--- src/rtl/riscv_ctrl_pkg.sv ---
// riscv_ctrl_pkg: opcodes, FSM states and datapath control encodings for the multi-cycle RV64I controller.
package riscv_ctrl_pkg;

    localparam logic [6:0] OP_LUI    = 7'b0110111;
    localparam logic [6:0] OP_AUIPC  = 7'b0010111;
    localparam logic [6:0] OP_JAL    = 7'b1101111;
    localparam logic [6:0] OP_JALR   = 7'b1100111;
    localparam logic [6:0] OP_BRANCH = 7'b1100011;
    localparam logic [6:0] OP_LOAD   = 7'b0000011;
    localparam logic [6:0] OP_STORE  = 7'b0100011;
    localparam logic [6:0] OP_IMM    = 7'b0010011;
    localparam logic [6:0] OP_REG    = 7'b0110011;
    localparam logic [6:0] OP_IMM_32 = 7'b0011011;
    localparam logic [6:0] OP_32     = 7'b0111011;

    typedef enum logic [2:0] {
        S_IDLE   = 3'd0,
        S_FETCH  = 3'd1,
        S_DECODE = 3'd2,
        S_EXEC   = 3'd3,
        S_MEM    = 3'd4,
        S_WB     = 3'd5,
        S_TRAP   = 3'd6
    } state_e;

    typedef enum logic [3:0] {
        C_ALU,
        C_ALUI,
        C_LOAD,
        C_STORE,
        C_LUI,
        C_AUIPC,
        C_JAL,
        C_JALR,
        C_BRANCH,
        C_ILLEGAL
    } class_e;

    localparam logic [2:0] IMM_I = 3'd0;
    localparam logic [2:0] IMM_S = 3'd1;
    localparam logic [2:0] IMM_B = 3'd2;
    localparam logic [2:0] IMM_U = 3'd3;
    localparam logic [2:0] IMM_J = 3'd4;

    localparam logic [1:0] ALU_ADD   = 2'd0;
    localparam logic [1:0] ALU_SUB   = 2'd1;
    localparam logic [1:0] ALU_RTYPE = 2'd2;
    localparam logic [1:0] ALU_ITYPE = 2'd3;

    localparam logic [1:0] PC_PLUS4 = 2'd0;
    localparam logic [1:0] PC_IMM   = 2'd1;
    localparam logic [1:0] PC_ALU   = 2'd2;

    localparam logic [1:0] WB_ALU = 2'd0;
    localparam logic [1:0] WB_MEM = 2'd1;
    localparam logic [1:0] WB_PC4 = 2'd2;

    localparam logic [1:0] SRCA_RS1  = 2'd0;
    localparam logic [1:0] SRCA_PC   = 2'd1;
    localparam logic [1:0] SRCA_ZERO = 2'd2;

    localparam logic [1:0] SRCB_RS2  = 2'd0;
    localparam logic [1:0] SRCB_IMM  = 2'd1;
    localparam logic [1:0] SRCB_FOUR = 2'd2;

    // funct3[2] picks the lt/ltu family, funct3[1] unsigned, funct3[0] inverts the sense
    function automatic logic branch_taken(input logic [2:0] f3, input logic z, input logic lt,
                                          input logic ltu);
        return f3[2] ? ((f3[1] ? ltu : lt) ^ f3[0]) : (z ^ f3[0]);
    endfunction

endpackage

--- src/rtl/instr_class_decoder.sv ---
// instr_class_decoder: classifies an RV64I opcode, selects its immediate format and flags legality.
module instr_class_decoder
    import riscv_ctrl_pkg::*;
#(
    parameter bit SUPPORT_W = 1'b1
) (
    input  logic [6:0] opcode_i,
    input  logic [1:0] f3_hi_i,
    output class_e     cls_o,
    output logic [2:0] imm_sel_o,
    output logic       legal_o,
    output logic       br_ok_o
);

    always_comb begin
        cls_o     = C_ILLEGAL;
        imm_sel_o = IMM_I;
        case (opcode_i)
            OP_REG:    cls_o = C_ALU;
            OP_32:     cls_o = SUPPORT_W ? C_ALU : C_ILLEGAL;
            OP_IMM:    cls_o = C_ALUI;
            OP_IMM_32: cls_o = SUPPORT_W ? C_ALUI : C_ILLEGAL;
            OP_LOAD:   cls_o = C_LOAD;
            OP_JALR:   cls_o = C_JALR;
            OP_STORE: begin
                cls_o     = C_STORE;
                imm_sel_o = IMM_S;
            end
            OP_BRANCH: begin
                cls_o     = C_BRANCH;
                imm_sel_o = IMM_B;
            end
            OP_LUI: begin
                cls_o     = C_LUI;
                imm_sel_o = IMM_U;
            end
            OP_AUIPC: begin
                cls_o     = C_AUIPC;
                imm_sel_o = IMM_U;
            end
            OP_JAL: begin
                cls_o     = C_JAL;
                imm_sel_o = IMM_J;
            end
            default: ;
        endcase
    end

    assign legal_o = cls_o != C_ILLEGAL;
    // funct3 010/011 are the only undefined branch encodings
    assign br_ok_o = f3_hi_i != 2'b01;

endmodule

--- src/rtl/multicycle_controller.sv ---
// multicycle_controller: multi-cycle RV64I control FSM sequencing FETCH/DECODE/EXEC/MEM/WB,
// driving every datapath mux and enable and handshaking with the unified memory.
module multicycle_controller
    import riscv_ctrl_pkg::*;
#(
    parameter bit SUPPORT_W = 1'b1
) (
    input  logic        clk,
    input  logic        reset,
    input  logic        run,
    input  logic [31:0] instr,
    input  logic        alu_zero,
    input  logic        alu_lt,
    input  logic        alu_ltu,
    input  logic        mem_ready,
    output logic        mem_req,
    output logic        mem_we,
    output logic        addr_sel,
    output logic        ir_write,
    output logic        pc_write,
    output logic [1:0]  pc_src,
    output logic [2:0]  imm_sel,
    output logic [1:0]  alu_src_a,
    output logic [1:0]  alu_src_b,
    output logic [1:0]  alu_op,
    output logic        reg_write,
    output logic [1:0]  wb_sel,
    output logic        instr_done,
    output logic        trap,
    output logic [2:0]  state
);

    state_e     state_q, state_d, next_run;
    class_e     cls;
    logic [2:0] cls_imm;
    logic       legal, br_ok, taken, is_store;
    logic [1:0] a_sel, b_sel, op_sel;
    logic       unused_instr;

    instr_class_decoder #(.SUPPORT_W(SUPPORT_W)) u_dec (
        .opcode_i (instr[6:0]),
        .f3_hi_i  (instr[14:13]),
        .cls_o    (cls),
        .imm_sel_o(cls_imm),
        .legal_o  (legal),
        .br_ok_o  (br_ok)
    );

    assign unused_instr = ^{instr[31:15], instr[11:7]};
    assign taken        = branch_taken(instr[14:12], alu_zero, alu_lt, alu_ltu);
    assign is_store     = cls == C_STORE;
    assign next_run     = run ? S_FETCH : S_IDLE;
    assign state        = state_q;
    assign trap         = state_q == S_TRAP;

    always_ff @(posedge clk or posedge reset) begin
        if (reset) state_q <= S_IDLE;
        else       state_q <= state_d;
    end

    always_comb begin
        state_d = state_q;
        case (state_q)
            S_IDLE:   state_d = next_run;
            S_FETCH:  state_d = mem_ready ? S_DECODE : S_FETCH;
            S_DECODE: state_d = legal ? S_EXEC : S_TRAP;
            S_EXEC:   state_d = cls == C_BRANCH ? (br_ok ? next_run : S_TRAP)
                              : (cls inside {C_LOAD, C_STORE}) ? S_MEM : S_WB;
            S_MEM:    state_d = !mem_ready ? S_MEM : is_store ? next_run : S_WB;
            S_WB:     state_d = next_run;
            S_TRAP:   state_d = S_TRAP;
            default:  state_d = S_IDLE;
        endcase
    end

    // ALU setup is held from EXEC through WB so address and jump targets stay valid
    always_comb begin
        a_sel  = SRCA_RS1;
        b_sel  = SRCB_IMM;
        op_sel = ALU_ADD;
        case (cls)
            C_ALU: begin
                b_sel  = SRCB_RS2;
                op_sel = ALU_RTYPE;
            end
            C_ALUI:  op_sel = ALU_ITYPE;
            C_LUI:   a_sel  = SRCA_ZERO;
            C_AUIPC: a_sel  = SRCA_PC;
            C_BRANCH: begin
                b_sel  = SRCB_RS2;
                op_sel = ALU_SUB;
            end
            default: ;
        endcase
    end

    always_comb begin
        mem_req    = 1'b0;
        mem_we     = 1'b0;
        addr_sel   = 1'b0;
        ir_write   = 1'b0;
        pc_write   = 1'b0;
        pc_src     = PC_PLUS4;
        imm_sel    = IMM_I;
        alu_src_a  = SRCA_RS1;
        alu_src_b  = SRCB_RS2;
        alu_op     = ALU_ADD;
        reg_write  = 1'b0;
        wb_sel     = WB_ALU;
        instr_done = 1'b0;
        if (state_q inside {S_EXEC, S_MEM, S_WB}) begin
            alu_src_a = a_sel;
            alu_src_b = b_sel;
            alu_op    = op_sel;
            imm_sel   = cls_imm;
        end
        case (state_q)
            S_FETCH: begin
                mem_req  = 1'b1;
                ir_write = mem_ready;
            end
            S_EXEC: begin
                pc_write   = cls == C_BRANCH && br_ok;
                instr_done = cls == C_BRANCH && br_ok;
                pc_src     = cls == C_BRANCH && taken ? PC_IMM : PC_PLUS4;
            end
            S_MEM: begin
                mem_req    = 1'b1;
                addr_sel   = 1'b1;
                mem_we     = is_store;
                pc_write   = is_store && mem_ready;
                instr_done = is_store && mem_ready;
            end
            S_WB: begin
                reg_write  = 1'b1;
                pc_write   = 1'b1;
                instr_done = 1'b1;
                wb_sel     = cls == C_LOAD ? WB_MEM : (cls inside {C_JAL, C_JALR}) ? WB_PC4 : WB_ALU;
                pc_src     = cls == C_JAL ? PC_IMM : cls == C_JALR ? PC_ALU : PC_PLUS4;
            end
            default: ;
        endcase
    end

endmodule

--- config.mk ---
export PLATFORM = sky130hd
export DESIGN_NAME = multicycle_controller
export DESIGN_NICKNAME = d
export VERILOG_FILES = /design/src/rtl/riscv_ctrl_pkg.sv /design/src/rtl/instr_class_decoder.sv /design/src/rtl/multicycle_controller.sv
export SDC_FILE = /design/constraint.sdc
export NUM_CORES = 1
export LEC_CHECK = 0
export CORE_MARGIN = 2
export CORE_UTILIZATION = 28
export CTS_BUF_LIST = sky130_fd_sc_hd__clkbuf_8
export CTS_CLUSTER_SIZE = 14
export DETAILED_ROUTE_END_ITERATION = 7
export GPL_ROUTABILITY_DRIVEN = 0
export PLACE_DENSITY_LB_ADDON = 0.25
export SETUP_SLACK_MARGIN = 0.05
export SLEW_MARGIN = 15
export SYNTH_ARGS = -nofsm -noshare
export SYNTH_HDL_FRONTEND = slang
export SYNTH_SLANG_ARGS = --single-unit
--- constraint.sdc ---
create_clock -name clk -period 1.6 [get_ports clk]
set_input_delay 0.32 -clock clk [delete_from_list [all_inputs] [get_ports clk]]
set_output_delay 0.32 -clock clk [all_outputs]
set_load 0.01 [all_outputs]
==> impl_metrics.env <==
export IMPL_die_w_um=52.7
export IMPL_synthesis_instances=97
export IMPL_fin_skew_ns=0.000490
export IMPL_placed_area_um2=1350
export IMPL_synth_edf_count=0
export IMPL_worst_setup_path_end_kind="output port"
export IMPL_cts_root_buf="clkbuf_8"
export IMPL_ys_types=37
export IMPL_rows=17
export IMPL_syn_area_um2=664
export IMPL_final_cell_area_um2=1730
export IMPL_slew_violations=0
export IMPL_crit_chain="nor2b_4 > nand2_2 > or2_4 > o22ai_4 > buf_2"
export IMPL_antenna_left=0
export IMPL_syn_to_final_growth_pct=160
export IMPL_report_final_hold_viol_count=0
export IMPL_path_clk_slew_ns=0.03
export IMPL_routed_wl_um=3410
export IMPL_grt_pass1_wl_um=4830
export IMPL_cts_hold_buf=0
export IMPL_path_max_fanout=3
export IMPL_overflow=0
export IMPL_antenna_found_initial=0
export IMPL_cts_tree="yes"
export IMPL_ioPinCount=63
export IMPL_vias=1114
export IMPL_drcViolationCount=0
export IMPL_timing_final_ws_setup_ns=-0.181
export IMPL_hold_path_class="in2async"
export IMPL_htreeDepth=1
export IMPL_synth_async_reset_ratio_pct=100
export IMPL_drive_above_1_share_pct=72.7
export IMPL_die_area_um2=2780
export IMPL_drt_iter0_drc=16
export IMPL_ys_warn_count=0
export IMPL_start_util_pct=29.7
export IMPL_outcome="finished with violations"
export IMPL_min_period_over_period_pct=111
export IMPL_clkLatencyLatePin_ns=0.21
export IMPL_num_antenna_cells=0
export IMPL_finalCriticalPeriod_ns=1.78
export IMPL_grtUsageTotal_pct=23.4
export IMPL_reg2regPathDepth=6
export IMPL_dp_hpwl_um=2120
export IMPL_powerDensity_nw_per_um2=1180
export IMPL_rsz0062_at_grt="yes"
export IMPL_maxCapViolCount=0
export IMPL_synth_nets=136
export IMPL_synth_main_ff_cell="dfrtp_1"
export IMPL_avgSynthCellArea_um2=6.85
export IMPL_firstDrtPassIters=4
export IMPL_clock_path_buffers=2
export IMPL_crit_type="reg2out"
export IMPL_power_uw=2050
export IMPL_avgViaCountPerCell=5.18
export IMPL_required_ns=1.28
export IMPL_worst_path_largest_cell_delay_ns=0.43
export IMPL_fin_nets=227
export IMPL_power_static_leakage_uw=0.000835
export IMPL_wl_per_cell_um=15.8
export IMPL_ys_seq_area_share_pct=11.3
export IMPL_setup_viol=18
export IMPL_nFillCells=166
export IMPL_cts_sinks=3
export IMPL_cp_slowest_cell="dfrtp_2"
export IMPL_synth_seq_cells=3
export IMPL_violations="setup timing"
export IMPL_largest_register_ffs=3
export IMPL_irDropWorstVdd_mv=0.900
export IMPL_port_buffers=39
export IMPL_start_kind="register"
export IMPL_numCtsBuffers=3
export IMPL_fp_dieH_um=52.7
export IMPL_fmax_ghz=0.562
export IMPL_cp_arrival_ns=1.46
export IMPL_grt_start_max_net_pins=11
export IMPL_grt_pass1_vias=1109
export IMPL_core_region_area_um2=2230
## area by class of cell
type	count	area, µm²	area share (%)
multi-input cells	80	757	43.7
repair buffers	92	786	45.4
well taps	28	35.0	2.02
flip-flops and latches	3	77.6	4.48
inverters	8	30.0	1.74
clock buffers	3	41.3	2.39
clock inverters	1	3.75	0.217
## through the flow
stage | utilization [%] | cells | hold slack [ns] | setup TNS [ns] | setup slack, ns
after floorplan | - | 97 | 0.0736 | -0.101 | -0.0510
after CTS | 69.7 | 208 | 0.280 | -1.43 | -0.159
after global placement | 60.3 | 194 | 0.496 | -15.25 | -0.952
after global routing | 77.5 | 215 | 0.296 | -2.92 | -0.234
final | 77.5 | 215 | 0.280 | -2.02 | -0.181
after detailed placement | 60.3 | 194 | 0.496 | -15.76 | -0.974
## cell families (layout without fill, tap and decap cells)
family          after synthesis  count (layout)  share of synthesized area (%)
flops                         3               3                           11.3
other cells                   1               1                          0.564
mux                           1               1                           1.51
compound gates               25              25                           25.6
buf+inv                      14             104                           13.0
xor+xnor                      1               1                           1.32
simple gates                 52              52                           46.7
## routing by layer
metal | global-route usage [%] | routed length [µm] | vias to the layer above
met5 | 0 | 0 | -
li1 | - | - | 523
met4 | 7.26 | 72 | 0
met2 | 48.5 | 1990 | 54
met1 | 23.6 | 1190 | 531
met3 | 2.29 | 161 | 6
## timing repair
action | 4_1_cts | 5_1_grt
buffers inserted | 11 | 11
resized for setup | 169 | 27
endpoints found under the setup margin | 26 | 21
pin swaps | 22 | 11
## critical path, delay by kind of cell, from the launching register on
family	cells	cell delay (ns)
buffers and inverters	1	0.15
flip-flops	1	0.43
AND/OR/NAND/NOR	3	0.50
AO/OA/AOI/OAI	1	0.17
## cell usage after synthesis, types with 3 or more instances
library cell  instances  area, µm²
nand4_1               3       18.8
nor2_1                7       26.3
dfrtp_1               3       75.1
nor2b_1               6       37.5
nor3_1                6       30.0
nand2_1               7       26.3
nand2b_1              4       25.0
a21oi_1               8       40.0
o21ai_0               3       15.0
inv_1                 8       30.0
buf_6                 3       33.8
buf_4                 3       22.5
or2_2                 3       18.8
## cells in the final DEF (no fill, tap or decap), types with 2 or more instances in the layout
master | synthesis | layout
inv_2 | 0 | 2
buf_2 | 0 | 20
a21oi_1 | 8 | 2
nand2b_4 | 1 | 2
or2_4 | 0 | 2
or2b_4 | 0 | 2
nand2_1 | 7 | 2
or2b_1 | 2 | 2
nand2b_1 | 4 | 3
o211ai_1 | 2 | 2
nand4_1 | 3 | 3
clkdlybuf4s50_1 | 0 | 7
nor2b_4 | 0 | 5
clkbuf_8 | 0 | 3
and3_2 | 2 | 2
a21oi_2 | 0 | 5
nor3b_2 | 0 | 2
nor2_1 | 7 | 4
nor2_2 | 0 | 2
dfrtp_2 | 0 | 2
inv_1 | 8 | 7
o21bai_1 | 2 | 2
buf_6 | 3 | 27
nand2_2 | 0 | 4
o21ai_0 | 3 | 2
buf_4 | 3 | 29
nor3_4 | 0 | 5
dlygate4sd2_1 | 0 | 4
## report_power, final
part | leakage (µW) | total (µW) | internal, µW | switching (µW)
combinational | 0.000773 | 1670 | 967 | 707
clock | 0.0000269 | 211 | 163 | 48.1
sequential | 0.0000352 | 163 | 116 | 46.7
total | 0.000835 | 2050 | 1250 | 801
## final timing paths
check                                   start            endpoint  slack (ns)
max                        state[2]$_DFF_PP0_            pc_write       -0.18
min                                     reset  state[1]$_DFF_PP0_        0.28
max reg2reg                state[1]$_DFF_PP0_  state[0]$_DFF_PP0_           0
min reg2reg                state[2]$_DFF_PP0_  state[1]$_DFF_PP0_        0.86
max in group asynchronous               reset  state[2]$_DFF_PP0_        1.18
min in group clk                    instr[13]  state[1]$_DFF_PP0_        0.75
Note: power is estimated with default switching activity, not from simulation.
